$ cat src/rtl/fifo_tx_scheduler.sv
// Purpose : drains a first-word-fall-through FIFO into a UART transmitter one word at a time.
// Latency : Rinc rises one edge after the start condition; Tx_valid follows two cycles after Rinc rises.
// Backpr. : no new frame starts while Busy is high; each frame waits for Busy to rise, then fall.
//
// Ports (read/transmit clock domain):
//   i_rclk         clock, rising edge
//   i_rrst         asynchronous reset, active low
//   i_enable       level; 1 allows new frames to start (sampled in IDLE only)
//   i_rempty       FIFO empty flag
//   i_rdata        FIFO head word, valid whenever i_rempty=0
//   o_rinc         one-cycle FIFO pop strobe
//   i_busy         UART TX busy
//   o_tx_data      word presented to the UART TX, held from pop to next pop
//   o_tx_valid     one-cycle load pulse to the UART TX
//   o_frames_sent  completed-frame counter, wraps
//   o_ctrl_busy    1 whenever the controller is not in IDLE
//
// Optional feature: define TX_GAP_EN to insert GAP_CYCLES idle cycles (Ctrl_busy=1)
// after every frame. Without it WAIT_LO returns straight to IDLE and the GAP
// state is unreachable.
`timescale 1ns/1ps

module fifo_tx_scheduler #(
  parameter int DATA_WIDTH   = 8,
  parameter int COUNT_WIDTH  = 8,
  parameter int BUSY_TIMEOUT = 15,
  parameter int GAP_CYCLES   = 4
) (
  input  logic                   i_rclk,
  input  logic                   i_rrst,
  input  logic                   i_enable,
  input  logic                   i_rempty,
  input  logic [DATA_WIDTH-1:0]  i_rdata,
  output logic                   o_rinc,
  input  logic                   i_busy,
  output logic [DATA_WIDTH-1:0]  o_tx_data,
  output logic                   o_tx_valid,
  output logic [COUNT_WIDTH-1:0] o_frames_sent,
  output logic                   o_ctrl_busy
);

  localparam int TW = $clog2(BUSY_TIMEOUT + 1);
  localparam int GW = $clog2(GAP_CYCLES + 1);

  typedef enum logic [2:0] {
    S_IDLE    = 3'd0,
    S_POP     = 3'd1,
    S_SEND    = 3'd2,
    S_WAIT_HI = 3'd3,
    S_WAIT_LO = 3'd4,
    S_GAP     = 3'd5
  } state_t;

  state_t                 r_state;
  state_t                 w_state_nxt;

  logic                   r_rinc;
  logic                   r_tx_valid;
  logic [DATA_WIDTH-1:0]  r_tx_data;
  logic [COUNT_WIDTH-1:0] r_frames;
  logic                   r_ctrl_busy;
  logic [TW-1:0]          r_tout_cnt;
  logic [GW-1:0]          r_gap_cnt;

  logic                   w_rinc_nxt;
  logic                   w_tx_valid_nxt;
  logic [DATA_WIDTH-1:0]  w_tx_data_nxt;
  logic [COUNT_WIDTH-1:0] w_frames_nxt;
  logic                   w_ctrl_busy_nxt;
  logic [TW-1:0]          w_tout_nxt;
  logic [GW-1:0]          w_gap_nxt;

  logic                   w_start;
  logic                   w_tout_done;
  logic                   w_gap_done;
  logic                   w_frame_done;

  // Busy high in IDLE means the serializer is still shifting the previous
  // frame (or something else owns it), so hold off the pop.
  assign w_start      = i_enable && !i_rempty && !i_busy;
  // WAIT_HI is entered with the counter at 0, so BUSY_TIMEOUT-1 is the last
  // cycle of the window; Busy is checked first so a rise on that edge wins.
  assign w_tout_done  = (r_tout_cnt == TW'(BUSY_TIMEOUT - 1));
  assign w_gap_done   = (r_gap_cnt == GW'(GAP_CYCLES - 1));
  assign w_frame_done = (r_state == S_WAIT_LO) && !i_busy;

  // State register
  always_ff @(posedge i_rclk or negedge i_rrst) begin
    if (!i_rrst) begin
      r_state <= S_IDLE;
    end else begin
      r_state <= w_state_nxt;
    end
  end

  // Next-state logic
  always_comb begin
    w_state_nxt = r_state;
    unique case (r_state)
      S_IDLE:    if (w_start) w_state_nxt = S_POP;
      S_POP:     w_state_nxt = S_SEND;
      S_SEND:    w_state_nxt = S_WAIT_HI;
      S_WAIT_HI: begin
        if (i_busy) begin
          w_state_nxt = S_WAIT_LO;
        end else if (w_tout_done) begin
          // Re-issue the same word; Tx_data is untouched and no pop happens.
          w_state_nxt = S_SEND;
        end
      end
      S_WAIT_LO: begin
        if (!i_busy) begin
`ifdef TX_GAP_EN
          w_state_nxt = S_GAP;
`else
          w_state_nxt = S_IDLE;
`endif
        end
      end
      S_GAP:     if (w_gap_done) w_state_nxt = S_IDLE;
      default:   w_state_nxt = S_IDLE;
    endcase
  end

  // Output logic: next values of the registered outputs and counters.
  always_comb begin
    w_rinc_nxt      = (r_state == S_IDLE) && w_start;
    // Word is captured on the same edge the pop strobe rises, while the
    // fall-through head is still the word being popped.
    w_tx_data_nxt   = w_rinc_nxt ? i_rdata : r_tx_data;
    w_tx_valid_nxt  = (r_state == S_SEND);
    w_frames_nxt    = w_frame_done ? (r_frames + 1'b1) : r_frames;
    w_ctrl_busy_nxt = (w_state_nxt != S_IDLE);
    // Counter only runs inside WAIT_HI; every other state (SEND included) clears it.
    w_tout_nxt      = (r_state == S_WAIT_HI) ? (r_tout_cnt + 1'b1) : '0;
    w_gap_nxt       = (r_state == S_GAP) ? (r_gap_cnt + 1'b1) : '0;
  end

  // Output and counter registers
  always_ff @(posedge i_rclk or negedge i_rrst) begin
    if (!i_rrst) begin
      r_rinc      <= 1'b0;
      r_tx_valid  <= 1'b0;
      r_tx_data   <= '0;
      r_frames    <= '0;
      r_ctrl_busy <= 1'b0;
      r_tout_cnt  <= '0;
      r_gap_cnt   <= '0;
    end else begin
      r_rinc      <= w_rinc_nxt;
      r_tx_valid  <= w_tx_valid_nxt;
      r_tx_data   <= w_tx_data_nxt;
      r_frames    <= w_frames_nxt;
      r_ctrl_busy <= w_ctrl_busy_nxt;
      r_tout_cnt  <= w_tout_nxt;
      r_gap_cnt   <= w_gap_nxt;
    end
  end

  assign o_rinc        = r_rinc;
  assign o_tx_valid    = r_tx_valid;
  assign o_tx_data     = r_tx_data;
  assign o_frames_sent = r_frames;
  assign o_ctrl_busy   = r_ctrl_busy;

endmodule

$ cat config.mk
export PLATFORM = sky130hd
export DESIGN_NAME = fifo_tx_scheduler
export DESIGN_NICKNAME = d
export VERILOG_FILES = /design/src/rtl/fifo_tx_scheduler.sv
export SDC_FILE = /design/constraint.sdc
export NUM_CORES = 1
export LEC_CHECK = 0
export ABC_CLOCK_PERIOD_IN_PS = 3000
export BUFFER_PORTS_ARGS = -buffer_cell sky130_fd_sc_hd__buf_2
export CAP_MARGIN = 20
export CORE_MARGIN = 2
export CORE_UTILIZATION = 55
export CTS_CLUSTER_DIAMETER = 50
export DETAILED_ROUTE_END_ITERATION = 6
export HOLD_SLACK_MARGIN = 0.12
export PLACE_DENSITY = 0.82
export SETUP_SLACK_MARGIN = 0.4
export SYNTH_ARGS = -nofsm -noshare
export SYNTH_HDL_FRONTEND = slang
export SYNTH_SLANG_ARGS = --single-unit
$ cat constraint.sdc
create_clock -name i_rclk -period 3 [get_ports i_rclk]
set_input_delay 0.6 -clock i_rclk [delete_from_list [all_inputs] [get_ports i_rclk]]
set_output_delay 0.6 -clock i_rclk [all_outputs]
set_load 0.01 [all_outputs]
==> summary.txt <==
Critical path
  – Nature of the critical path startpoint: flop
  – Arrival time of data at the critical path endpoint: 1960 ps
  – Critical path data required time: 3260 ps
  – Critical path origin: r_state[1]
  – Endpoint class of the critical path: flop
  – Type of the setup path with the least slack: reg -> reg
  – Startpoint of the worst-slack reg-to-reg timing path: r_state[1]
  – Highest fanout seen on the critical path: 10

Worst hold path
  – Hold Crit Class: in -> async

Timing
  – Number of pins with negative max-slew slack in the final report: 0
  – Worst-case clock skew: 13.1 ps
  – Number of endpoints with negative hold slack in the final report: 0
  – Worst Hold Slack: 273 ps
  – Shortest period the worst path allows: 1700 ps
  – Final period util: 56.8%
  – Setup repair after global routing missed its margin: false
  – Fmax: 587 MHz
  – Setup-violating endpoint count in the final report: 0
  – Actual slew at the worst max-slew pin: 637 ps
  – Worst slew margin: 56.9%
  – Total negative setup slack: 0 ps

Synth
  – Top cell type by total area after synthesis: dfrtp_1
  – Number of synthesized flops with an enable pin: 0
  – Area contributors post-synth: dfrtp_1 57%, mux2_2 8.0%, ha_1 4.9%
  – Fraction of post-synthesis cell area in the top cell type by area: 57.0%
  – Share of flip-flops with an asynchronous set or reset: 100%
  – Number of storage elements in the synthesis netlist: 29
  – Most common flop cell mapped by yosys: dfrtp_1
  – Count of different cell masters after synthesis: 29
  – Number of warnings printed during yosys synthesis: 0
  – Leading cell types by count after synthesis: 29 x dfrtp_1, 9 x mux2_2, 9 x nor2_1
  – Cell Area, Synth: 1270 sq um
  – Average instance area after synthesis: 12.4 sq um
  – Sequential fraction of the synthesis area: 57.0%
  – Syn Nets: 121
  – Synthesized netlist cell count: 103
  – Most instantiated library cell after synthesis: dfrtp_1

Global route
  – Global routing usage on met1: 20.9%
  – Overflow left after global routing: 0
  – Overall track demand over capacity in global routing: 19.2%
  – Largest net degree at the start of global routing: 30
  – Grt met2 use: 30.4%
  – Antenna violations before repair: 0
  – Number of global-route vias before repair: 851
  – Peak-usage layer in the global routing report: met2
  – Met3 global-route usage: 8.62%
  – Wire length of the first global-routing pass: 3.59 mm

Clock network
  – H-tree levels: 2
  – Number of setup buffers added after CTS: 0
  – Clock sink total: 29
  – TritonCTS clock tree: done
  – Clock transition time at the flip-flop clock pins of the worst setup and hold paths: 90 ps
  – Hold buffer count at cts: 0
  – Worst skew pair latency: 320 ps
  – Post-CTS sizing: 0
  – Max clock buf depth: 2
  – Clock Root Buffer: clkbuf_4
  – Number of buffers created by CTS: 5

Cells and area
  – Fillers: 179
  – Final core utilization: 68.4%
  – Ant diodes: 0
  – # nets final: 155
  – Area growth from synthesis to final layout: 17.7%
  – Area of all placed cells without fillers: 1500 sq um
  – Fraction of final layout cells sized beyond drive strength 1: 36.2%
  – Non-filler instance count after layout: 166

Power
  – Power per standard cell area: 801 nW/um^2
  – Sw Pwr: 0.396 mW
  – Clock Power Share: 22.0%
  – LEAKAGE: 0.773 nW
  – Part of the total power dissipated in sequential elements: 49.7%
  – Switching part of the total power: 33.0%
  – Part of the power in combinational logic: 28.3%
  – Internal power: 0.804 mW
  – IR Drop Worst-Case VDD: 0.000543 V

Floorplanning
  – Initial Util: 58.1%
  – Vertical extent of the die: 52.1 um
  – Die outline area: 2720 sq um
  – Number of top-level design ports: 32
  – Floorplan row count: 17
  – Core area: 2190 sq um
  – Die boundary width: 52.1 um

Run
  – Maxcap violations: 0

Place
  – Placer Congestion: 0.847
  – Total of buffers placed on input and output ports: 31
  – Instance area after placement: 1430 sq um
  – Detailed placer's ending HPWL: 1.63 mm
  – DP Cell Count: 158

Detailed routing
  – Total wirelength of the detailed-routed design: 2.14 mm
  – DRT iter0 DRCs: 6
  – Number of optimization iterations in the first detailed-route pass: 3
  – Via count: 869
  – Residual DRC: 0
  – Avg Vias per Cell: 5.23
  – Antenna-violating nets left: 0
  – Detail-routed net length per standard cell: 12.9 um

Run status
  – Outcome: completed
## flip-flops by register name, summed over array words and instances, names as in the netlist
name and flops:
o_rinc 1, r_state 3, o_tx_valid 1, r_tout_cnt 4
o_frames_sent 8, r_gap_cnt 3, o_ctrl_busy 1, o_tx_data 8
## area by class of cell
| class | instances | area (sq um) | share of cell area (%) |
|---|---|---|---|
| clock inverter | 1 | 5.00 | 0.334 |
| multi-input combinational | 64 | 490 | 32.7 |
| timing repair buffer | 31 | 155 | 10.4 |
| clock buffer | 7 | 65.1 | 4.34 |
| tap | 28 | 35.0 | 2.34 |
| inverter | 6 | 22.5 | 1.50 |
| sequential | 29 | 726 | 48.4 |
## stage by stage
step	power, mW	setup WS, ps
floorplan	0.836	1290
global placement	0.926	1110
finish	1.20	1300
CTS	1.21	1290
global route	1.28	1200
detailed placement	0.945	1090
## cells in the final DEF, fill, tap and decap left out
cell type | netlist | final
nor3_1 | 2 | 2
nor2_1 | 9 | 9
o2111ai_1 | 1 | 1
and3_1 | 1 | 1
buf_2 | 1 | 31
nor3b_1 | 2 | 2
o21ai_0 | 1 | 1
a21oi_1 | 1 | 1
clkbuf_8 | 0 | 2
dfrtp_1 | 29 | 29
o2bb2ai_1 | 1 | 1
o211ai_1 | 1 | 1
nand4_1 | 2 | 2
nand2_1 | 8 | 8
o32ai_1 | 1 | 1
clkinv_2 | 0 | 1
xor2_1 | 4 | 4
mux2_2 | 9 | 9
xnor2_1 | 5 | 5
inv_1 | 6 | 6
clkbuf_4 | 0 | 5
nor4b_1 | 1 | 1
or4b_1 | 1 | 1
a311o_1 | 1 | 1
and2_1 | 1 | 1
ha_1 | 5 | 5
nor4_4 | 1 | 1
nand3_1 | 3 | 3
nand3b_1 | 2 | 2
nor3_2 | 1 | 1
## power groups by stage
stage          Sequential [mW]  Clock (mW)  Combinational [mW]
2_1_floorplan            0.598           0               0.237
3_3_place_gp             0.594           0               0.332
3_5_place_dp             0.602           0               0.344
4_1_cts                  0.594       0.272               0.345
5_1_grt                  0.615       0.290               0.377
6_report                 0.596       0.264               0.340
## final timing paths
path | end | slack, ps | cells past startpoint
max in group asynchronous | r_state[2] | 2320 | 1
worst min register to register | r_gap_cnt[0] | 450 | 1
worst max-delay path | o_frames_sent[7] | 1300 | 3
worst max register to register | o_frames_sent[7] | 1300 | 3
worst min-delay path | o_frames_sent[7] | 270 | 1
min in group i_rclk | r_gap_cnt[0] | 450 | 1
## critical path, stage by stage, from the launching register on
cell     delay, ps
dfrtp_1        470
or4b_1         690
nor4_4         320
xor2_1         160
## routing by layer
layer / up-vias / routed length [um] / part of all wire [%]
met5: - / 0 / 0
met2: 29 / 1110 / 52
met1: 419 / 868 / 41
met4: 0 / 25 / 1.2
li1: 419 / - / -
met3: 2 / 138 / 6.5
## cells by family (layout without fill, tap and decap cells)
kind of cell	Yosys count	in the layout	synth area share [%]
simple gates	34	34	15.2
flops	29	29	57.0
buf+inv	10	45	4.52
xor+xnor	9	9	6.19
mux	9	9	7.96
compound gates	7	7	4.22
fa+ha+maj	5	5	4.91
Power figures use the tool's default switching activity.
